<file path="config.mk">
export PLATFORM = sky130hd
export DESIGN_NAME = step_sequencer
export DESIGN_NICKNAME = d
export VERILOG_FILES = /design/src/rtl/step_sequencer.sv
export SDC_FILE = /design/constraint.sdc
export NUM_CORES = 1
export LEC_CHECK = 0
export CORE_AREA = 2 2 214 216
export CTS_CLUSTER_SIZE = 16
export DETAILED_ROUTE_END_ITERATION = 8
export DIE_AREA = 0 0 216 218
export MAX_ROUTING_LAYER = met4
export SLEW_MARGIN = 20
export SYNTH_ARGS = -nofsm -noshare
export SYNTH_HDL_FRONTEND = slang
export SYNTH_SLANG_ARGS = --single-unit
</file>
<file path="constraint.sdc">
create_clock -name clk -period 3.91 [get_ports clk]
set_input_delay 0.5865 -clock clk [delete_from_list [all_inputs] [get_ports clk]]
set_output_delay 0.5865 -clock clk [all_outputs]
set_load 0.005 [all_outputs]
</file>
<file path="src/rtl/step_sequencer.sv">
`default_nettype none
// ============================================================================
//  Module   : step_sequencer
//  Purpose  : Pattern step sequencer feeding a voice. Plays a writable
//             pattern RAM of STEPS entries {rest, freq}. Step and gate lengths
//             are counted in ticks from an internal prescaler. The gate always
//             drops at least one tick before each step ends, so the voice
//             ADSR retriggers on every note.
//  Ports    : clk, rst            - clock, synchronous active-high reset
//             run                 - 1 = play, 0 = stop (restart from step 0)
//             step_ticks          - step length in ticks (0 treated as 1)
//             gate_ticks          - gate-high length in ticks (0 = silent)
//             last_step           - loop end index
//             wr_en/addr/data     - pattern RAM write port {rest, freq}
//             swing_ticks         - extra ticks on odd steps (swing build only)
//             tone_freq, gate     - to the voice
//             step_idx            - index of the step currently playing
//             step_strobe         - 1-clk pulse on every step load
//  Config   : define STEP_SEQ_SWING_EN to add the swing_ticks input.
//  Revision : 1.0 - initial release
// ============================================================================
module step_sequencer #(
    parameter  int TICK_DIV  = 16,
    parameter  int STEPS     = 16,
    parameter  int FREQ_BITS = 16,
    localparam int AW        = $clog2(STEPS)
) (
    input  logic                 clk,
    input  logic                 rst,
    input  logic                 run,
    input  logic [7:0]           step_ticks,
    input  logic [7:0]           gate_ticks,
    input  logic [AW-1:0]        last_step,
    input  logic                 wr_en,
    input  logic [AW-1:0]        wr_addr,
    input  logic [FREQ_BITS:0]   wr_data,
`ifdef STEP_SEQ_SWING_EN
    input  logic [7:0]           swing_ticks,
`endif
    output logic [FREQ_BITS-1:0] tone_freq,
    output logic                 gate,
    output logic [AW-1:0]        step_idx,
    output logic                 step_strobe
);

    localparam int PW = (TICK_DIV > 1) ? $clog2(TICK_DIV) : 1;
    localparam logic [PW-1:0] c_presc_max = PW'(TICK_DIV - 1);

    typedef enum logic [1:0] {
        S_IDLE     = 2'd0,
        S_GATE_ON  = 2'd1,
        S_GATE_OFF = 2'd2
    } state_t;

    // Pattern RAM: bit FREQ_BITS is the rest flag. Not reset.
    logic [FREQ_BITS:0]   r_ram [STEPS];

    state_t               r_state, w_state_nxt;
    logic                 r_gate, w_gate_nxt;
    logic [FREQ_BITS-1:0] r_tone_freq, w_freq_nxt;
    logic [AW-1:0]        r_step_idx, w_idx_nxt;
    logic                 r_strobe, w_strobe_nxt;
    logic [PW-1:0]        r_presc, w_presc_nxt;
    // 9 bits: swing can stretch a step up to 510 ticks
    logic [8:0]           r_tc, w_tc_nxt;

    logic                 w_tick;
    logic [8:0]           w_tc_inc;
    logic [7:0]           w_base_len;
    logic [8:0]           w_step_len;
    logic [7:0]           w_gate_eff;
    logic [AW-1:0]        w_next_idx;
    logic [AW-1:0]        w_load_idx;
    logic [FREQ_BITS:0]   w_rd;
    logic                 w_load;

    assign w_tick     = (r_state != S_IDLE) && (r_presc == c_presc_max);
    assign w_tc_inc   = r_tc + 9'd1;
    assign w_base_len = (step_ticks == 8'd0) ? 8'd1 : step_ticks;

`ifdef STEP_SEQ_SWING_EN
    assign w_step_len = {1'b0, w_base_len} + (r_step_idx[0] ? {1'b0, swing_ticks} : 9'd0);
`else
    assign w_step_len = {1'b0, w_base_len};
`endif

    // Gate length ignores swing, so swing time is always gate-low.
    assign w_gate_eff = (gate_ticks < w_base_len) ? gate_ticks : (w_base_len - 8'd1);
    assign w_next_idx = (r_step_idx >= last_step) ? '0 : (r_step_idx + 1'b1);
    assign w_load_idx = (r_state == S_IDLE) ? '0 : w_next_idx;
    // Read before the write edge: a same-clk write and load sees old data.
    assign w_rd       = r_ram[w_load_idx];

    always_comb begin
        w_state_nxt  = r_state;
        w_gate_nxt   = r_gate;
        w_freq_nxt   = r_tone_freq;
        w_idx_nxt    = r_step_idx;
        w_strobe_nxt = 1'b0;
        w_presc_nxt  = r_presc;
        w_tc_nxt     = r_tc;
        w_load       = 1'b0;

        case (r_state)
            S_IDLE: begin
                w_gate_nxt  = 1'b0;
                w_presc_nxt = '0;
                w_tc_nxt    = '0;
                w_load      = run;
            end
            default: begin
                if (!run) begin
                    w_state_nxt = S_IDLE;
                    w_gate_nxt  = 1'b0;
                    w_presc_nxt = '0;
                    w_tc_nxt    = '0;
                end else begin
                    w_presc_nxt = w_tick ? '0 : (r_presc + 1'b1);
                    if (w_tick) begin
                        w_tc_nxt = w_tc_inc;
                        // >= keeps the FSM safe if lengths shrink mid-step
                        if (w_tc_inc >= w_step_len) begin
                            w_load = 1'b1;
                        end else if ((r_state == S_GATE_ON) &&
                                     (w_tc_inc >= {1'b0, w_gate_eff})) begin
                            w_gate_nxt  = 1'b0;
                            w_state_nxt = S_GATE_OFF;
                        end
                    end
                end
            end
        endcase

        if (w_load) begin
            w_freq_nxt   = w_rd[FREQ_BITS-1:0];
            w_idx_nxt    = w_load_idx;
            w_strobe_nxt = 1'b1;
            w_tc_nxt     = '0;
            w_presc_nxt  = '0;
            w_gate_nxt   = ~w_rd[FREQ_BITS] && (w_gate_eff != 8'd0);
            w_state_nxt  = w_gate_nxt ? S_GATE_ON : S_GATE_OFF;
        end
    end

    always_ff @(posedge clk) begin
        if (rst) begin
            r_state     <= S_IDLE;
            r_gate      <= 1'b0;
            r_tone_freq <= '0;
            r_step_idx  <= '0;
            r_strobe    <= 1'b0;
            r_presc     <= '0;
            r_tc        <= '0;
        end else begin
            r_state     <= w_state_nxt;
            r_gate      <= w_gate_nxt;
            r_tone_freq <= w_freq_nxt;
            r_step_idx  <= w_idx_nxt;
            r_strobe    <= w_strobe_nxt;
            r_presc     <= w_presc_nxt;
            r_tc        <= w_tc_nxt;
        end
    end

    always_ff @(posedge clk) begin
        if (wr_en) begin
            r_ram[wr_addr] <= wr_data;
        end
    end

    assign tone_freq   = r_tone_freq;
    assign gate        = r_gate;
    assign step_idx    = r_step_idx;
    assign step_strobe = r_strobe;

endmodule
`default_nettype wire

</file>
==> impl_metrics.ini <==
[placed_design]
place_congestion = 0.825
dp_cells = 1545
numPortBuffers = 66
hpwl_um = 19400

[cells_and_area]
layoutNonFillerInstCount = 1608
final_cell_mix = edfxtp_1, mux2i_1, clkdlybuf4s50_1, mux2_2, dfxtp_1
mostFrequentLayoutCell = edfxtp_1
multi_input_area_um2 = 4190
drive_above_1_share = 0.183
syn_to_final_growth_pct = 20.9
seq_area_um2 = 8910
nFillCells = 4297
layout.nets = 1057

[power_and_ir_drop]
p_per_area_nw_per_um2 = 475
p_leak_uw = 0.00547
ir_drop_mv = 0.307

[yosys]
syn-num-nets = 950
synthesis.area_um2 = 13300
ys_ff_latch = 309
synth_top_cell_area_share = 0.613
yosysSeqAreaShare = 0.668
avgSynthCellArea_um2 = 15.2
yosys_warnings = 0
synth.distinct_cells = 64
netlist_instances = 874
synth_area_leaders = edfxtp_1, mux2i_1, dfxtp_1
synth_edf_count = 272
yosys.area.top_type = edfxtp_1
synth-async-reset-ratio = 0
synth_flop_cell = edfxtp_1

[routing]
drt_iter0_markers = 655
wl_um = 32200
viasPerCell = 4.93
drtAntennaViolNets = 0
drc = 0
wire_per_inst_um = 20.0
vias = 7920
first_pass_iters = 5

[sta]
setup_viol = 0
worstMarginPinSlew_ns = 0.727
grt_setup_unrepaired = no
max_slew_margin = 0.513
final-max-slew-violation-count = 0
whs_ns = 0.457
hold_viol = 0
clock_skew_ns = 0.0251
finalWorstPathRequiredPeriod_ns = 3.43
fin_crit_sh = 0.877
max_freq_mhz = 291

[setup_path]
path_class = in2reg
rr_worst_depth = 12
worst-path-max-fanout = 12
cp.depth = 15
slowest_delay_ns = 0.49
path_cells = clkdlybuf4s50_1, inv_1, ha_1, a2111oi_0, a2111oi_0, a211o_1, buf_4, mux2i_1, ha_1, a211o_1, a31oi_1, o21ai_0, a21oi_1, a21oi_1, o31a_1
cp-end-kind = register
crit_arrival_ns = 3.82
cp_top_family = compound AO/OA/AOI/OAI gates
cp.required_ns = 4.30
cp-start-kind = input port
slowest_stage = clkdlybuf4s50_1
crit_buf_inv = 3

[grt]
antenna_found_initial = 3
grt_max_degree = 66
grt_pass1_vias = 7968
grt_pass1_wl_um = 49100
grt_usage = 0.140
grt_overflow = 0

[floorplan]
num_rows = 78
num_io_pins = 67
die_h_um = 218
design.die.area_um2 = 47100
coreArea_um2 = 44900
die_x_um = 216
initial_core_util = 0.297

[clock_tree]
cts_tree = done
insertion_delay_ns = 0.52
clkTransAtPathRegs_ns = 0.06
cts-buffers-inserted = 34
cts-htree-levels = 2
cts_root_buf = clkbuf_16
cts_resized = 0
cts_sinks = 309
post_cts_buffers = 0
clock_path_buffers = 3
hold_buffers = 0

[hold_path]
holdPathStages = 2
hp-class = reg2reg

[flow_run]
maxCapViolations = 0

[outcome]
status = finished, final reports clean
## power by group
group | switching (µW) | internal (µW) | leakage [µW]
Sequential | 41.3 | 3680 | 0.00276
Clock | 1300 | 1820 | 0.000524
Combinational | 446 | 367 | 0.00219
Total | 1780 | 5870 | 0.00547
## worst register-to-register path: cells and delay by family, from the launching register on
kind	cells	cell delay [ns]
xor gates and xnor gates	1	0.28
and+or+nand+nor	4	0.87
DFF	1	0.44
buffers and inverters	1	0.19
AOI/OAI and AO/OA	5	1.03
adders and majority gates	1	0.31
## cell families after synthesis
logic type	share of synthesized area
flops	0.668
compound gates	0.110
simple gates	0.0514
mux	0.104
buf+inv	0.0217
fa+ha+maj	0.0291
xor+xnor	0.0151
## stage by stage
step           power (µW)  TNS [ns]  utilization  setup slack, ns  area [µm²]
5_1_grt              7920         0        0.359            0.220       16100
3_5_place_dp         4600    -0.176        0.334          -0.0624       15000
2_1_floorplan        4270         0            -            0.643       13300
3_3_place_gp         4600         0        0.334           0.0311       15000
6_report             7650         0        0.359            0.479       16100
4_1_cts              7720         0        0.359            0.485       16100
## path summary, 6_finish.rpt
check | start | endpoint | slack, ns
worst max-delay path | step_ticks[3] | r_state[1] | 0.48
worst min-delay path | gate | gate | 0.46
worst max register to register | r_tc[0] | tone_freq[8] | 0.67
worst min register to register | gate | gate | 0.46
## synthesized netlist by cell type, types with 2 or more instances
library cell and number:
inv_1 19, nor4_1 3, a32o_1 15, buf_6 5, a31oi_1 4, a211o_1 20, buf_2 12, o22ai_1 2
o21bai_1 2, nor3_1 12, nor2_1 38, buf_4 5, edfxtp_1 272, nand2_1 31, nand4_1 3, clkbuf_1 16
o211ai_1 4, ha_1 31, mux2_2 48, a2111oi_0 3, nand3_1 28, o21ai_0 11, a21oi_1 29, o211a_1 16
or2_2 3, a211oi_2 10, nand3b_1 2, a21o_1 8, o21a_1 3, a211oi_1 36, nand2b_1 6, dfxtp_1 37
xnor2_1 17, xor2_1 6, mux2i_1 85, o221ai_1 3, a32oi_1 2
## per-layer routing
layer	global-route usage	vias up	wire [µm]
li1	-	3678	-
met1	0.200	3926	15500
met2	0.206	272	14000
met3	0.0254	44	2120
met4	0.0361	0	614
met5	-	-	0
## state kept, by name, summed over array words and instances, names as in the netlist
| signal | flops |
|---|---|
| tone_freq | 16 |
| r_presc | 4 |
| step_idx | 4 |
| gate | 1 |
| r_ram | 272 |
| r_state | 2 |
| r_tc | 9 |
| step_strobe | 1 |
## cell type report
cell class	instances	area share
repair buffers	110	0.0677
clock inverters	19	0.0110
clock buffers	42	0.0572
multi-input cells	507	0.260
inverters	19	0.00443
diodes	2	0.000311
well taps	600	0.0466
flip-flops and latches	309	0.553
Note: power is estimated with default switching activity, not from simulation.
==> variant 1, RTL diff (same flow settings) <==
The parameter `STEPS` goes from 16 to 32.
--- a/src/rtl/step_sequencer.sv
+++ b/src/rtl/step_sequencer.sv
@@ -21,7 +21,7 @@
 // ============================================================================
 module step_sequencer #(
     parameter  int TICK_DIV  = 16,
-    parameter  int STEPS     = 16,
+    parameter  int STEPS     = 32,
     parameter  int FREQ_BITS = 16,
     localparam int AW        = $clog2(STEPS)
 ) (
Interface: changed (resized last_step, step_idx and wr_addr); port bits go from 67 to 70. No check against the original RTL was run, so the function may have changed too.
==> variant 1 against the original RTL <==
- cell area grew 72%
- highest routed layer unchanged
- total power grew 74%
- die area is the same
- sequential cell count grew 273
- clock power grew 69%
- area after synthesis grew 77%
- global-route usage grew 12 points
- worst setup slack lost 0.11 ns
- wire length grew 84%
==> variant 1: results (changes against the original RTL) <==
[cts]
post_cts_buffers=0  ; unchanged
path_clk_slew_ns=0.06  ; about the same
clock_latency_ns=0.61  ; +0.09 ns
cts.repair.resized=0  ; unchanged
cts_made_buffers=57  ; +68%
clockBufferDepth=3  ; unchanged
root_buffer=clkbuf_16
htreeDepth=2  ; unchanged

[grt]
antenna_found_initial=1  ; -2
grt_max_degree=44  ; -33%
grt_usage=0.264  ; +0.124
grt_first_pass_wirelength_um=86300  ; +76%
grt_pass1_vias=12900  ; +61%

[synthesis]
synth-xor-area-share=0.0107  ; -0.00446
ys.flop_type=edfxtp_1
synth_compound_area_frac=0.0639  ; -0.0460
yosysWarnings=0  ; unchanged
synthAdderAreaFrac=0.0170  ; -0.0121
ys_top_cells_by_area=edfxtp_1 (69%), mux4_2 (9.1%), dfxtp_1 (3.2%)
yosysSeqAreaShare=0.724  ; +0.0557
synth_edf_count=544  ; +100%
yosys-mux-area-fraction=0.117  ; +0.0127
ys_types=67  ; +4.7%
synth_commonest_cells=edfxtp_1 (544), mux4_2 (95), nor2_1 (85), a21oi_1 (67), mux2i_1 (59)
syn_nets=1419  ; +49%
async_flop_share=0  ; unchanged

[pwr]
p_leak_nw=9.34  ; +71%
sw_frac_of_total=0.221  ; -0.0116
irDropWorstVdd_mv=0.411  ; +34%

[routing]
post_drt_wl_per_cell_um=27.1  ; +36%
first_iter_violations=1357  ; +110%
via_per_inst=6.00  ; +22%
dr.pass1.iters=6  ; +1

[worst_setup_path]
cp_max_fo=23  ; +11
cp.arrival_ns=4.02  ; +0.20 ns
slowest_delay_ns=0.54  ; +0.05 ns
cp_top_family=compound AO/OA/AOI/OAI gates
slowest_stage=mux4_2

[cells_and_area]
drive_gt1_frac=0.226  ; +0.0430
antenna_cells=0  ; -2
largest_reg_flops=544  ; +100%
regMostFlops=r_ram
nets=1620  ; +53%

[place]
gp_congestion=0.870  ; +5.5%
placed_area_um2=26000  ; +73%
portBuffers=69  ; +4.5%
dp_slack_ns=-0.173  ; -0.111 ns
dp_hpwl_um=38600  ; +99%

[sta]
skew_ns=0.00924  ; -0.0158 ns
slew_headroom=0.500  ; -0.0128
setup_violations=0  ; unchanged

[worst_hold_path]
min_path_type=reg2reg

[outcome]
status=complete, no violations

[job]
maxCapViolations=0  ; unchanged

variant 1: power by group through the flow:
stage / sequential [mW] / clock (mW) / combinational, mW
after floorplan: 7.06 / 0 / 0.571
after global placement: 7.07 / 0 / 1.11
after detailed placement: 7.08 / 0 / 1.12
after CTS: 6.95 / 5.34 / 1.12
after global routing: 6.95 / 5.57 / 1.19
final: 6.95 / 5.26 / 1.12
variant 1: final timing paths:
path / slack, ns / startpoint / cells past startpoint / to
max reg2reg: 0.37 / step_idx[4] / 11 / tone_freq[1]
min: 0.45 / r_presc[0] / 1 / r_presc[0]
max: 0.37 / step_idx[4] / 11 / tone_freq[1]
min reg2reg: 0.45 / r_presc[0] / 1 / r_presc[0]
variant 1: final cells by class:
class / instances / area (um2)
Fill cell: 3319 / 17200
Sequential cell: 582 / 17100
Multi-Input combinational cell: 682 / 6230
Timing Repair Buffer: 197 / 1790
Clock buffer: 74 / 1550
Tap cell: 600 / 751
Clock inverter: 33 / 239
Inverter: 21 / 80.1
variant 1: kinds of logic after synthesis:
family / after synthesis
AO/OA/AOI/OAI: 213
adder cells (fa/ha/maj): 32
flip-flops: 582
buffers and inverters: 76
XOR/XNOR: 27
AND/OR/NAND/NOR: 253
multiplexers: 157
variant 1: stage by stage:
step | cells | hold WS [ns] | total power [mW] | utilization
after floorplan | 1340 | 0.418 | 7.63 | -
after global placement | 2082 | 0.431 | 8.18 | 0.578
after detailed placement | 2082 | 0.436 | 8.20 | 0.578
after CTS | 2189 | 0.449 | 13.4 | 0.618
after global routing | 2189 | 0.484 | 13.7 | 0.618
final | 2189 | 0.445 | 13.3 | 0.618
variant 1: layer usage:
layer,part of all wire,track usage,vias up
li1,-,-,5802
met1,0.42,0.358,6779
met2,0.49,0.417,470
met3,0.067,0.0410,82
met4,0.029,0.0858,0
met5,0,-,-
==> variant 2, RTL diff (same flow settings) <==
Made on the original files. Register the input `wr_data` before use. The logic sees it one clock later. The other inputs are not delayed to match.
--- a/src/rtl/step_sequencer.sv
+++ b/src/rtl/step_sequencer.sv
@@ -51,6 +51,12 @@
         S_GATE_ON  = 2'd1,
         S_GATE_OFF = 2'd2
     } state_t;
+
+    logic [FREQ_BITS:0] wr_data_q;
+
+    always_ff @(posedge clk) begin
+        wr_data_q <= wr_data;
+    end
 
     // Pattern RAM: bit FREQ_BITS is the rest flag. Not reset.
     logic [FREQ_BITS:0]   r_ram [STEPS];
@@ -164,7 +170,7 @@
 
     always_ff @(posedge clk) begin
         if (wr_en) begin
-            r_ram[wr_addr] <= wr_data;
+            r_ram[wr_addr] <= wr_data_q;
         end
     end
 
Formal check against the unedited RTL: not equivalent (a bounded check fails within 4 cycles, from zero or initial values and one cycle with rst high).
==> variant 2 against the original RTL <==
- via count up 16%
- hold slack lost 0.0080 ns
- area after synthesis up 3.0%
- total power shrank 0.68%
- sequential cell count up 17
- critical path type is now reg2reg
- worst setup slack worse by 0.011 ns
- cell area rose by 2.6%
- wire length up 14%
- synthesized cell count grew 23%
- critical endpoint is now tone_freq[12]
==> variant 2: results (changes against the original RTL) <==
[outcome]
status=complete, no violations

[worst_setup_path]
cp_max_fo=22  ; +10
cp.arrival_ns=3.87  ; +0.05 ns

[routing]
wl_um=36600  ; +14%
via_per_inst=5.06  ; +2.7%

[synthesis]
synth_compound_area_frac=0.127  ; +0.0173
synth_commonest_cells=edfxtp_1 (272), nand2_1 (199), nand3_1 (66), a21oi_1 (60), dfxtp_1 (54)
ys_top_cells_by_area=edfxtp_1 (60%), dfxtp_1 (7.9%), nand2_1 (5.4%)
synthAdderAreaFrac=0.0283  ; -0.000836
yosys-mux-area-fraction=0.0171  ; -0.0873
ys_types=62  ; -3.1%
syn_nets=1153  ; +21%
yosysSeqAreaShare=0.674  ; +0.00560

[cells_and_area]
drive_gt1_frac=0.125  ; -0.0580
nets=1266  ; +20%
antenna_cells=0  ; -2

[place]
dp_slack_ns=0.0364  ; +0.0988 ns
dp_hpwl_um=23100  ; +19%

[sta]
skew_ns=0.0176  ; -0.00748 ns

[pwr]
p_leak_nw=5.74  ; +4.9%
irDropWorstVdd_mv=0.276  ; -10%

[grt]
grt_pass1_vias=9092  ; +14%
antenna_found_initial=0  ; -3
grt_max_degree=58  ; -12%

[worst_hold_path]
holdPathStages=1  ; -1

-- variant 2: changes by cell type after synthesis, moves of 14 or more --
cell      delta
a21oi_1     +31
nand2_1    +168
mux2i_1     -66
a22oi_1     +14
nand3_1     +38
mux2_2      -46
a32o_1      -15
a211oi_1    -14
a211o_1     -17
dfxtp_1     +17
-- variant 2: cell type report --
cell class / count / area, um2
Sequential cell: 326 / 9250
Tap cell: 600 / 751
Timing Repair Buffer: 129 / 1170
Fill cell: 4337 / 28400
Clock buffer: 55 / 1020
Clock inverter: 10 / 65.1
Multi-Input combinational cell: 671 / 4180
Inverter: 26 / 97.6
-- variant 2: cell families (layout without fill, tap and decap cells) --
group	Yosys count	in the layout
buf+inv	80	220
flops	326	326
xor+xnor	24	24
simple gates	355	355
mux	22	22
fa+ha+maj	31	31
compound gates	239	239
-- variant 2: worst paths after layout --
path | end | start | slack (ns)
setup / recovery | tone_freq[12] | r_tc[0] | 0.47
setup reg to reg | tone_freq[12] | r_tc[0] | 0.47
hold / removal | r_presc[0] | r_presc[0] | 0.45
hold reg to reg | r_presc[0] | r_presc[0] | 0.45
-- variant 2: per-layer routing --
metal / track usage / up-vias / routed length (um)
met1: 0.206 / 4523 / 16400
li1: - / 4287 / -
met3: 0.0291 / 77 / 2070
met4: 0.0635 / 0 / 1330
met2: 0.248 / 304 / 16800
met5: - / - / 0
-- variant 2: power by group through the flow --
stage,Clock (mW),Combinational [mW],Sequential (mW)
floorplan,0,0.338,3.92
global placement,0,0.587,3.94
detailed placement,0,0.594,3.94
CTS,3.21,0.597,3.87
global route,3.34,0.649,3.88
finish,3.14,0.593,3.87
-- variant 2: metrics by stage --
stage | util | total power, mW | hold WS (ns) | cells | cell area, um2
2_1_floorplan | - | 4.25 | 0.418 | 1077 | 13700
3_3_place_gp | 0.344 | 4.53 | 0.435 | 1752 | 15400
3_5_place_dp | 0.344 | 4.54 | 0.441 | 1752 | 15400
4_1_cts | 0.368 | 7.67 | 0.448 | 1817 | 16500
5_1_grt | 0.368 | 7.86 | 0.472 | 1817 | 16500
6_report | 0.368 | 7.60 | 0.449 | 1817 | 16500
-- variant 2: worst max-delay path, stage by stage, from the launching register on --
cell	delay [ns]
dfxtp_1	0.47
ha_1	0.28
nand4_1	0.14
or2_2	0.32
xnor2_1	0.18
ha_1	0.32
o21ai_0	0.08
a21oi_1	0.12
o21ai_0	0.22
a211oi_4	0.31
buf_12	0.21
nand2b_2	0.31
o31ai_1	0.36
